==> src/rtl/ddr_bw_pkg.sv <==
// rtl/ddr_bw_pkg.sv - shared types, burst geometry and cfg field offsets for the DDR burst engine
package ddr_bw_pkg;

    typedef enum logic {DIR_WR = 1'b0, DIR_RD = 1'b1} dir_t;
    typedef enum logic [1:0] {IDLE = 2'd0, RUN = 2'd1, FIN = 2'd2} state_t;

    localparam int BURST_LEN  = 8;
    localparam int BEAT_BYTES = 8;

    localparam int OFF_BASE = 0;
    localparam int OFF_N    = 32;
    localparam int OFF_SEED = 64;
    localparam int OFF_OPER = 224;

endpackage

==> src/rtl/ddr_burst_engine_if.sv <==
// rtl/ddr_burst_engine_if.sv - AXI4 master bundle (AW/W/B/AR/R) between the burst engine and the HP port
interface ddr_burst_engine_if #(parameter int AW = 32) ();
    logic [AW-1:0] awaddr;
    logic [7:0]    awlen;
    logic          awvalid;
    logic          awready;
    logic [63:0]   wdata;
    logic          wlast;
    logic          wvalid;
    logic          wready;
    logic [1:0]    bresp;
    logic          bvalid;
    logic          bready;
    logic [AW-1:0] araddr;
    logic [7:0]    arlen;
    logic          arvalid;
    logic          arready;
    logic [63:0]   rdata;
    logic [1:0]    rresp;
    logic          rlast;
    logic          rvalid;
    logic          rready;

    modport master (
        output awaddr, awlen, awvalid, input awready,
        output wdata, wlast, wvalid, input wready,
        input bresp, bvalid, output bready,
        output araddr, arlen, arvalid, input arready,
        input rdata, rresp, rlast, rvalid, output rready
    );

    modport slave (
        input awaddr, awlen, awvalid, output awready,
        input wdata, wlast, wvalid, output wready,
        output bresp, bvalid, input bready,
        input araddr, arlen, arvalid, output arready,
        output rdata, rresp, rlast, rvalid, input rready
    );
endinterface

==> src/rtl/ddr_bw_pattern.sv <==
// rtl/ddr_bw_pattern.sv - test word for global beat idx: {seed+idx, ~(seed+idx)} with 32-bit wrap
module ddr_bw_pattern (
    input  logic [31:0] seed,
    input  logic [31:0] idx,
    output logic [63:0] word
);
    logic [31:0] val;

    assign val  = seed + idx;
    assign word = {val, ~val};
endmodule

==> src/rtl/ddr_burst_engine.sv <==
// rtl/ddr_burst_engine.sv - cfg-driven DDR bandwidth job engine (N x 8-beat INCR bursts, write or read)
// Optional read-data compare against the beat pattern when DDR_BW_CHECK_EN is defined.
module ddr_burst_engine
    import ddr_bw_pkg::*;
#(
    parameter int FW        = 242,
    parameter int AW        = 32,
    parameter int MAX_OUTST = 8
) (
    input  logic                clk,
    input  logic                rstn,
    input  logic                cfg_valid,
    input  logic [FW-1:0]       cfg_data,
    output logic                cfg_ready,
    ddr_burst_engine_if.master  m_axi,
    output logic                busy,
    output logic                done,
    output logic [31:0]         cycles,
    output logic [15:0]         err_cnt
);
    localparam int OW = $clog2(MAX_OUTST) + 1;

    state_t        state, state_nxt;
    dir_t          dir;
    logic [AW-1:0] base;
    logic [31:0]   n, seed, issued, cmpl, w_burst;
    logic [2:0]    w_beat;
    logic [OW-1:0] outst;
    logic          run, accept, addr_ok, addr_hs, w_hs, b_hs, r_hs, cmpl_evt;
    logic          b_err, r_err, chk_err;
    logic [63:0]   w_word;
    logic [16:0]   err_sum;
    logic [AW-1:0] addr;

    assign run       = (state == RUN);
    assign cfg_ready = (state == IDLE);
    assign accept    = cfg_valid && cfg_ready;
    assign busy      = (state != IDLE);
    assign done      = (state == FIN);

    assign addr_ok         = run && (issued < n) && (outst < OW'(MAX_OUTST));
    assign addr            = base + AW'({issued[25:0], 6'd0});
    assign m_axi.awaddr    = addr;
    assign m_axi.araddr    = addr;
    assign m_axi.awlen     = 8'd7;
    assign m_axi.arlen     = 8'd7;
    assign m_axi.awvalid   = addr_ok && (dir == DIR_WR);
    assign m_axi.arvalid   = addr_ok && (dir == DIR_RD);
    assign addr_hs         = (m_axi.awvalid && m_axi.awready) || (m_axi.arvalid && m_axi.arready);
    assign m_axi.bready    = 1'b1;
    assign m_axi.rready    = 1'b1;

    // A beat may only go out once its burst's AW has handshaken.
    assign m_axi.wvalid = run && (dir == DIR_WR) && (w_burst < issued);
    assign m_axi.wlast  = m_axi.wvalid && (w_beat == 3'd7);
    assign m_axi.wdata  = m_axi.wvalid ? w_word : 64'd0;
    assign w_hs         = m_axi.wvalid && m_axi.wready;

    ddr_bw_pattern u_wpat (
        .seed (seed),
        .idx  ({w_burst[28:0], w_beat}),
        .word (w_word)
    );

    assign b_hs     = run && (dir == DIR_WR) && m_axi.bvalid;
    assign r_hs     = run && (dir == DIR_RD) && m_axi.rvalid;
    assign cmpl_evt = b_hs || (r_hs && m_axi.rlast);
    assign b_err    = b_hs && (m_axi.bresp != 2'b00);
    assign r_err    = r_hs && (m_axi.rresp != 2'b00);

`ifdef DDR_BW_CHECK_EN
    logic [31:0] r_beat;
    logic [63:0] r_word;

    ddr_bw_pattern u_rpat (
        .seed (seed),
        .idx  (r_beat),
        .word (r_word)
    );

    assign chk_err = r_hs && (m_axi.rdata != r_word);

    always_ff @(posedge clk or negedge rstn) begin
        if (!rstn)       r_beat <= '0;
        else if (accept) r_beat <= '0;
        else if (r_hs)   r_beat <= r_beat + 32'd1;
    end

    logic unused_ok;
    assign unused_ok = ^{cfg_data[FW-1:OFF_OPER+1], cfg_data[OFF_OPER-1:OFF_SEED+32], w_burst[31:29]};
`else
    assign chk_err = 1'b0;

    logic unused_ok;
    assign unused_ok = ^{cfg_data[FW-1:OFF_OPER+1], cfg_data[OFF_OPER-1:OFF_SEED+32], w_burst[31:29],
                         m_axi.rdata};
`endif

    assign err_sum = {1'b0, err_cnt} + 17'(b_err) + 17'(r_err) + 17'(chk_err);

    always_comb begin
        state_nxt = state;
        case (state)
            IDLE:    if (cfg_valid) state_nxt = (cfg_data[OFF_N +: 32] == 32'd0) ? FIN : RUN;
            RUN:     if (cmpl_evt && (cmpl + 32'd1 == n)) state_nxt = FIN;
            FIN:     state_nxt = IDLE;
            default: state_nxt = IDLE;
        endcase
    end

    always_ff @(posedge clk or negedge rstn) begin
        if (!rstn) state <= IDLE;
        else       state <= state_nxt;
    end

    always_ff @(posedge clk or negedge rstn) begin
        if (!rstn) begin
            dir     <= DIR_WR;
            base    <= '0;
            n       <= '0;
            seed    <= '0;
            issued  <= '0;
            cmpl    <= '0;
            w_burst <= '0;
            w_beat  <= '0;
            outst   <= '0;
            cycles  <= '0;
            err_cnt <= '0;
        end else if (accept) begin
            dir     <= dir_t'(cfg_data[OFF_OPER]);
            base    <= cfg_data[OFF_BASE +: AW] & ~AW'(63);
            n       <= cfg_data[OFF_N +: 32];
            seed    <= cfg_data[OFF_SEED +: 32];
            issued  <= '0;
            cmpl    <= '0;
            w_burst <= '0;
            w_beat  <= '0;
            outst   <= '0;
            cycles  <= '0;
            err_cnt <= '0;
        end else begin
            if (addr_hs)  issued <= issued + 32'd1;
            if (cmpl_evt) cmpl   <= cmpl + 32'd1;
            if (w_hs) begin
                w_beat <= w_beat + 3'd1;
                if (w_beat == 3'd7) w_burst <= w_burst + 32'd1;
            end
            // Simultaneous issue and completion leave the outstanding count unchanged.
            if (addr_hs && !cmpl_evt)                      outst <= outst + OW'(1);
            else if (!addr_hs && cmpl_evt && outst != '0)  outst <= outst - OW'(1);
            if (run && cycles != 32'hFFFF_FFFF) cycles <= cycles + 32'd1;
            err_cnt <= err_sum[16] ? 16'hFFFF : err_sum[15:0];
        end
    end
endmodule

==> src/flat_wrapper.sv <==
// flat-port wrapper written by rule: the top's interface ports become plain ports
module ddr_burst_engine_flat import ddr_bw_pkg::*;
#(
    parameter int FW        = 242,
    parameter int AW        = 32,
    parameter int MAX_OUTST = 8
)
  (clk, rstn, cfg_valid, cfg_data, cfg_ready, busy, done, cycles, err_cnt, m_axi_awaddr, m_axi_awlen, m_axi_awvalid, m_axi_awready, m_axi_wdata, m_axi_wlast, m_axi_wvalid, m_axi_wready, m_axi_bresp, m_axi_bvalid, m_axi_bready, m_axi_araddr, m_axi_arlen, m_axi_arvalid, m_axi_arready, m_axi_rdata, m_axi_rresp, m_axi_rlast, m_axi_rvalid, m_axi_rready);
  ddr_burst_engine_if #(.AW(AW)) m_axi_i ();
  input  logic clk;
  input  logic rstn;
  input  logic cfg_valid;
  input  logic [FW-1:0] cfg_data;
  output logic cfg_ready;
  output logic busy;
  output logic done;
  output logic [31:0] cycles;
  output logic [15:0] err_cnt;
  output wire logic [$bits(m_axi_i.awaddr)-1:0] m_axi_awaddr;
  output wire logic [$bits(m_axi_i.awlen)-1:0] m_axi_awlen;
  output wire logic [$bits(m_axi_i.awvalid)-1:0] m_axi_awvalid;
  input wire logic [$bits(m_axi_i.awready)-1:0] m_axi_awready;
  output wire logic [$bits(m_axi_i.wdata)-1:0] m_axi_wdata;
  output wire logic [$bits(m_axi_i.wlast)-1:0] m_axi_wlast;
  output wire logic [$bits(m_axi_i.wvalid)-1:0] m_axi_wvalid;
  input wire logic [$bits(m_axi_i.wready)-1:0] m_axi_wready;
  input wire logic [$bits(m_axi_i.bresp)-1:0] m_axi_bresp;
  input wire logic [$bits(m_axi_i.bvalid)-1:0] m_axi_bvalid;
  output wire logic [$bits(m_axi_i.bready)-1:0] m_axi_bready;
  output wire logic [$bits(m_axi_i.araddr)-1:0] m_axi_araddr;
  output wire logic [$bits(m_axi_i.arlen)-1:0] m_axi_arlen;
  output wire logic [$bits(m_axi_i.arvalid)-1:0] m_axi_arvalid;
  input wire logic [$bits(m_axi_i.arready)-1:0] m_axi_arready;
  input wire logic [$bits(m_axi_i.rdata)-1:0] m_axi_rdata;
  input wire logic [$bits(m_axi_i.rresp)-1:0] m_axi_rresp;
  input wire logic [$bits(m_axi_i.rlast)-1:0] m_axi_rlast;
  input wire logic [$bits(m_axi_i.rvalid)-1:0] m_axi_rvalid;
  output wire logic [$bits(m_axi_i.rready)-1:0] m_axi_rready;
  assign m_axi_awaddr = m_axi_i.awaddr;
  assign m_axi_awlen = m_axi_i.awlen;
  assign m_axi_awvalid = m_axi_i.awvalid;
  assign m_axi_i.awready = m_axi_awready;
  assign m_axi_wdata = m_axi_i.wdata;
  assign m_axi_wlast = m_axi_i.wlast;
  assign m_axi_wvalid = m_axi_i.wvalid;
  assign m_axi_i.wready = m_axi_wready;
  assign m_axi_i.bresp = m_axi_bresp;
  assign m_axi_i.bvalid = m_axi_bvalid;
  assign m_axi_bready = m_axi_i.bready;
  assign m_axi_araddr = m_axi_i.araddr;
  assign m_axi_arlen = m_axi_i.arlen;
  assign m_axi_arvalid = m_axi_i.arvalid;
  assign m_axi_i.arready = m_axi_arready;
  assign m_axi_i.rdata = m_axi_rdata;
  assign m_axi_i.rresp = m_axi_rresp;
  assign m_axi_i.rlast = m_axi_rlast;
  assign m_axi_i.rvalid = m_axi_rvalid;
  assign m_axi_rready = m_axi_i.rready;
  ddr_burst_engine #(.FW(FW), .AW(AW), .MAX_OUTST(MAX_OUTST)) u_core (.clk(clk), .rstn(rstn), .cfg_valid(cfg_valid), .cfg_data(cfg_data), .cfg_ready(cfg_ready), .m_axi(m_axi_i), .busy(busy), .done(done), .cycles(cycles), .err_cnt(err_cnt));
endmodule
==> config.mk <==
export PLATFORM = sky130hd
export DESIGN_NAME = ddr_burst_engine_flat
export DESIGN_NICKNAME = d
export VERILOG_FILES = /design/src/rtl/ddr_bw_pkg.sv /design/src/rtl/ddr_burst_engine_if.sv /design/src/rtl/ddr_bw_pattern.sv /design/src/rtl/ddr_burst_engine.sv /design/src/flat_wrapper.sv
export SDC_FILE = /design/constraint.sdc
export NUM_CORES = 1
export LEC_CHECK = 0
export CAP_MARGIN = 25
export CORE_MARGIN = 2
export CORE_UTILIZATION = 30
export CTS_CLUSTER_DIAMETER = 100
export CTS_CLUSTER_SIZE = 25
export DETAILED_ROUTE_END_ITERATION = 7
export SLEW_MARGIN = 20
export SYNTH_ARGS = -nofsm -noshare
export SYNTH_HDL_FRONTEND = slang
export SYNTH_HIERARCHICAL = 1
export SYNTH_SLANG_ARGS = --single-unit
export TNS_END_PERCENT = 10
==> constraint.sdc <==
create_clock -name clk -period 3.78 [get_ports clk]
set_clock_uncertainty 0.15 [all_clocks]
set_input_delay 0.567 -clock clk [delete_from_list [all_inputs] [get_ports clk]]
set_output_delay 0.567 -clock clk [all_outputs]
set_load 0.01 [all_outputs]
==> impl.org <==
** Layout
- After filler insertion, the fill cell instance count of the layout stands at 5978.
- The finished cells cover 23600 um2.
- The finished layout holds 3310 standard cells, fillers aside.
- Commonest cells after routing, fill and taps aside :: nand2_1 (334), dfrtp_1 (240), buf_4 (195), clkdlybuf4s50_1 (178), o21ai_0 (126)
- Post-layout net count :: 2974
- Share of layout cells above drive strength 1 :: 18.1%
- The library cell used most frequently in the layout, excluding fill and tap cells, is nand2_1.
- Utilization of the core after routing :: 40.2%
- From synthesis to final layout, the design area changed by 32.8%.

** Critical path
- Counting buffers and inverters, the worst setup path is 12 cells deep.
- Kind of critical path :: reg2out
- Launching point of the worst reg2reg path :: u_core/n[13]
- The largest single stage delay on the critical path is 440 ps.
- Buf+Inv Stages, Crit Path :: 2
- Traced cell by cell, the critical path runs through ha_4 -> buf_6 -> nand2_2 -> o21ai_2 -> or3_4 -> o211ai_1 -> a41oi_2 -> a221oi_4 -> o21bai_1 -> a21oi_1 -> xnor2_1 -> buf_2.
- Cell family contributing the most delay on the critical path :: compound AO/OA/AOI/OAI gates
- Data on the critical path is required at its endpoint by 3060 ps.
- The worst setup path is captured at an output port.
- STA classifies the critical path startpoint as a flip-flop.
- Worst setup slack for register-to-register paths :: -40 ps
- The number of cells on the worst reg-to-reg path is 16.
- Along the worst path, the maximum fanout reaches 3.
- At the worst endpoint, the arrival time is 3380 ps.
- Cell type of the slowest stage on the worst timing path :: dfrtp_1
- R2R Path End :: u_core/outst[3]

** Timing
- For the pin with the worst max-slew slack, the measured transition is 679 ps.
- Headroom to the max-slew limit came out at 53.4%.
- Post-route fraction of the period consumed by the critical path :: 108%
- Final setup margin :: -319 ps
- Achievable frequency :: 244 MHz
- Final hold vios :: 0
- Final setup violation count :: 87
- For the finished layout, the period the worst path requires is 4100 ps.
- Sum of negative setup slack :: -9660 ps
- The number of slew-limit violations in the final report came to 0.
- Setup repair after global routing could not meet its margin everywhere.

** Floorplanning
- The floorplan step defined a die boundary enclosing 61100 um2.
- Placeable core region :: 58700 um2
- The initial utilization of the core area, before any placement, comes to 30.2%.
- For this design the top-level I/O count stands at 520.
- The die is 247 um tall.
- The initialized floorplan defines 89 standard-cell rows.
- Measured along the x axis, the die boundary spans 247 um.

** Synthesis
- The mapped netlist covers 17700 um2.
- Unique cell type count in the Yosys netlist :: 82
- In this run, synthesis produced a sequential element count of 244.
- A synthesized cell averages 8.28 um2.
- In this run, synthesis inferred 0 flip-flops with an integrated enable.
- Synthesis handed over a netlist of 2142 instances.
- Share of synthesized registers carrying an async set or reset :: 100%
- Warnings, synthesis :: 6
- Of the synthesized area, sequential elements account for 34.4%.
- Commonest register cell after synthesis :: dfrtp_1

** Placement
- At the placement stage, the worst setup path has a slack of -495 ps.
- Cell Count Post-Placement :: 3246
- Once detailed placement completed, the half-perimeter wirelength came to 44.1 mm.
- Port buffering added 274 buffers.
- Summing all placed instances gives a cell area of 22200 um2.
- Routability cong. :: 0.910

** GRT
- For this run, the total global-route usage over all layers was measured as 18.9%.
- Met3 usage :: 3.20%
- Pin count of the biggest net entering global routing :: 85
- For this run, global-route usage on met1 was measured as 25.6%.
- Global routing used 31.5% of the available met2 tracks.
- Summed over all layers, the global routing overflow is 0.
- Antenna violations before repair :: 3
- In this run the most used layer during global routing was met2.
- The first global-routing pass estimated 92.8 mm of wire.
- The via count of the first global-routing pass came to 16800.

** Clock tree
- Number of CTS-inserted buffers :: 19
- Counting every sink on the clock net gives 244.
- At the later pin of the worst-skew pair, clock insertion delay measures 540 ps.
- TritonCTS built the clock tree.
- Clock-pin slew was measured on the worst setup and hold paths at 90 ps.
- CTS max path bufs :: 3
- In this run the number of H-tree levels came out at 1.
- The tree is rooted in a clkbuf_16.

** Power and ir drop
- IR analysis of the VDD net gives a maximum drop of 0.324 mV.
- Leakage :: 10.9 nW
- Power spread over the standard cell area amounts to 327 nW/um2.

** Worst hold path
- Hold Path Class :: reg2reg
- Startpoint of the most critical hold path :: u_core/w_burst[31]
- The worst hold path terminates at u_core/w_burst[31].
- Counting instances, the worst hold path has a depth of 1.

** Routing
- For this run, the detailed router's first-pass iteration total came to 5.
- Total vias in the final route :: 16900
- Summed over all layers, the routed wires come to 58.6 mm.
- Detail Route Antenna Nets :: 0
- For this run, design rule violations remaining after detail routing come to 0.
- In the routed layout, each cell is associated on average with a via count of 5.10.
- The detailed router finished its first iteration with 1074 violations.
- Detailed-route wire length per cell :: 17.7 um

** Run status
- The final reports fail on setup timing.
- Outcome :: finished with violations

** Job
- Max-cap viol count :: 0
through the flow:
stage          hold WS [ps]  total power, W
5_1_grt                 365         0.00815
3_5_place_dp            321         0.00528
4_1_cts                 341         0.00771
2_1_floorplan           121         0.00412
6_report                337         0.00771
3_3_place_gp            320         0.00523
routing by layer:
metal  share of wire, %  routed length, um
met5              0.043                 25
met4                2.1               1230
met3                5.9               3480
met2                 47              27800
met1                 44              26100
timing repair:
item,4_1_cts,5_1_grt
pin swaps,50,21
hold buffers,1,0
hold endpoints to repair,81,0
resized for setup,393,42
cloned,2,0
buffers inserted,21,7
endpoints found under the setup margin,103,121
logic make-up (layout without fill, tap and decap cells):
kind of cell | after synthesis | after routing | share of synthesized area, %
adders and majority gates | 131 | 131 | 9.41
DFF | 244 | 244 | 34.4
and+or+nand+nor | 848 | 848 | 23.4
AOI/OAI and AO/OA | 477 | 477 | 17.3
buffers and inverters | 273 | 639 | 7.09
muxes | 17 | 17 | 0.966
other | 2 | 31 | 0.0423
xor gates and xnor gates | 150 | 150 | 7.41
final cells by class:
class | count | area [um2] | area share, %
clock buffers | 21 | 493 | 2.09
diodes | 1 | 2.50 | 0.0106
clock inverters | 12 | 170 | 0.722
repair buffers | 488 | 4290 | 18.2
flip-flops and latches | 244 | 6110 | 25.9
well taps | 773 | 967 | 4.10
inverters | 118 | 443 | 1.88
multi-input cells | 1653 | 11100 | 47.1
worst max path at each step:
| stage | from | to | slack [ps] |
|---|---|---|---|
| after floorplan | u_core/n[21] | u_core/outst[3] | 140 |
| after detailed placement | u_core/base[6] | m_axi_awaddr[29] | -500 |
| final | u_core/issued[8] | m_axi_awaddr[28] | -320 |
| after global routing | u_core/issued[1] | m_axi_awaddr[27] | -450 |
| after global placement | u_core/base[6] | m_axi_awaddr[31] | -430 |
| after CTS | u_core/issued[7] | m_axi_awaddr[28] | -270 |
where the power goes:
group	internal, W	switching, W
Combinational	0.00128	0.00122
Clock	0.00109	0.00117
Sequential	0.00276	0.000186
Total	0.00513	0.00258
Yosys cell counts, drive strengths merged, types with 6 or more instances:
cell type  instances  area (um2)
a2111oi            7        86.3
a211oi            17         128
a21o              42         317
a21oi            124         624
a311oi             6        58.8
a31oi             16         100
and2              75         469
and3              30         193
and4              12         108
buf               69         488
clkbuf            86         327
dfrtp            244        6110
ha               127        1590
inv              118         443
mux2i             16         160
nand2            338        1270
nand2b            21         131
nand3             69         345
nand4             48         328
nor2             125         479
nor2b             13        81.3
nor3              32         160
nor4              26         178
o211ai            12        90.1
o21a               9        67.6
o21ai            147         747
o21bai            11        93.8
o31ai             25         188
o41ai              7        61.3
or2                9        56.3
or3               28         181
or4               10        78.8
xnor2             90         788
xor2              60         526
flip-flops by register name, summed over array words and instances, names as in the netlist:
name            count
u_core/cmpl        32
u_core/cycles      32
u_core/issued      32
u_core/n           32
u_core/seed        32
u_core/w_burst     32
u_core/base        26
u_core/err_cnt     16
u_core/outst        4
u_core/w_beat       3
u_core/state        2
u_core/dir          1
worst reg2reg max path: cells and delay by family, from the launching register on:
| kind | cells | cell delay [ps] |
|---|---|---|
| mux | 1 | 350 |
| simple gates | 2 | 260 |
| flops | 1 | 410 |
| compound gates | 8 | 1590 |
| fa+ha+maj | 2 | 550 |
| buf+inv | 3 | 410 |
No activity file was read; power rests on OpenSTA's default activity.
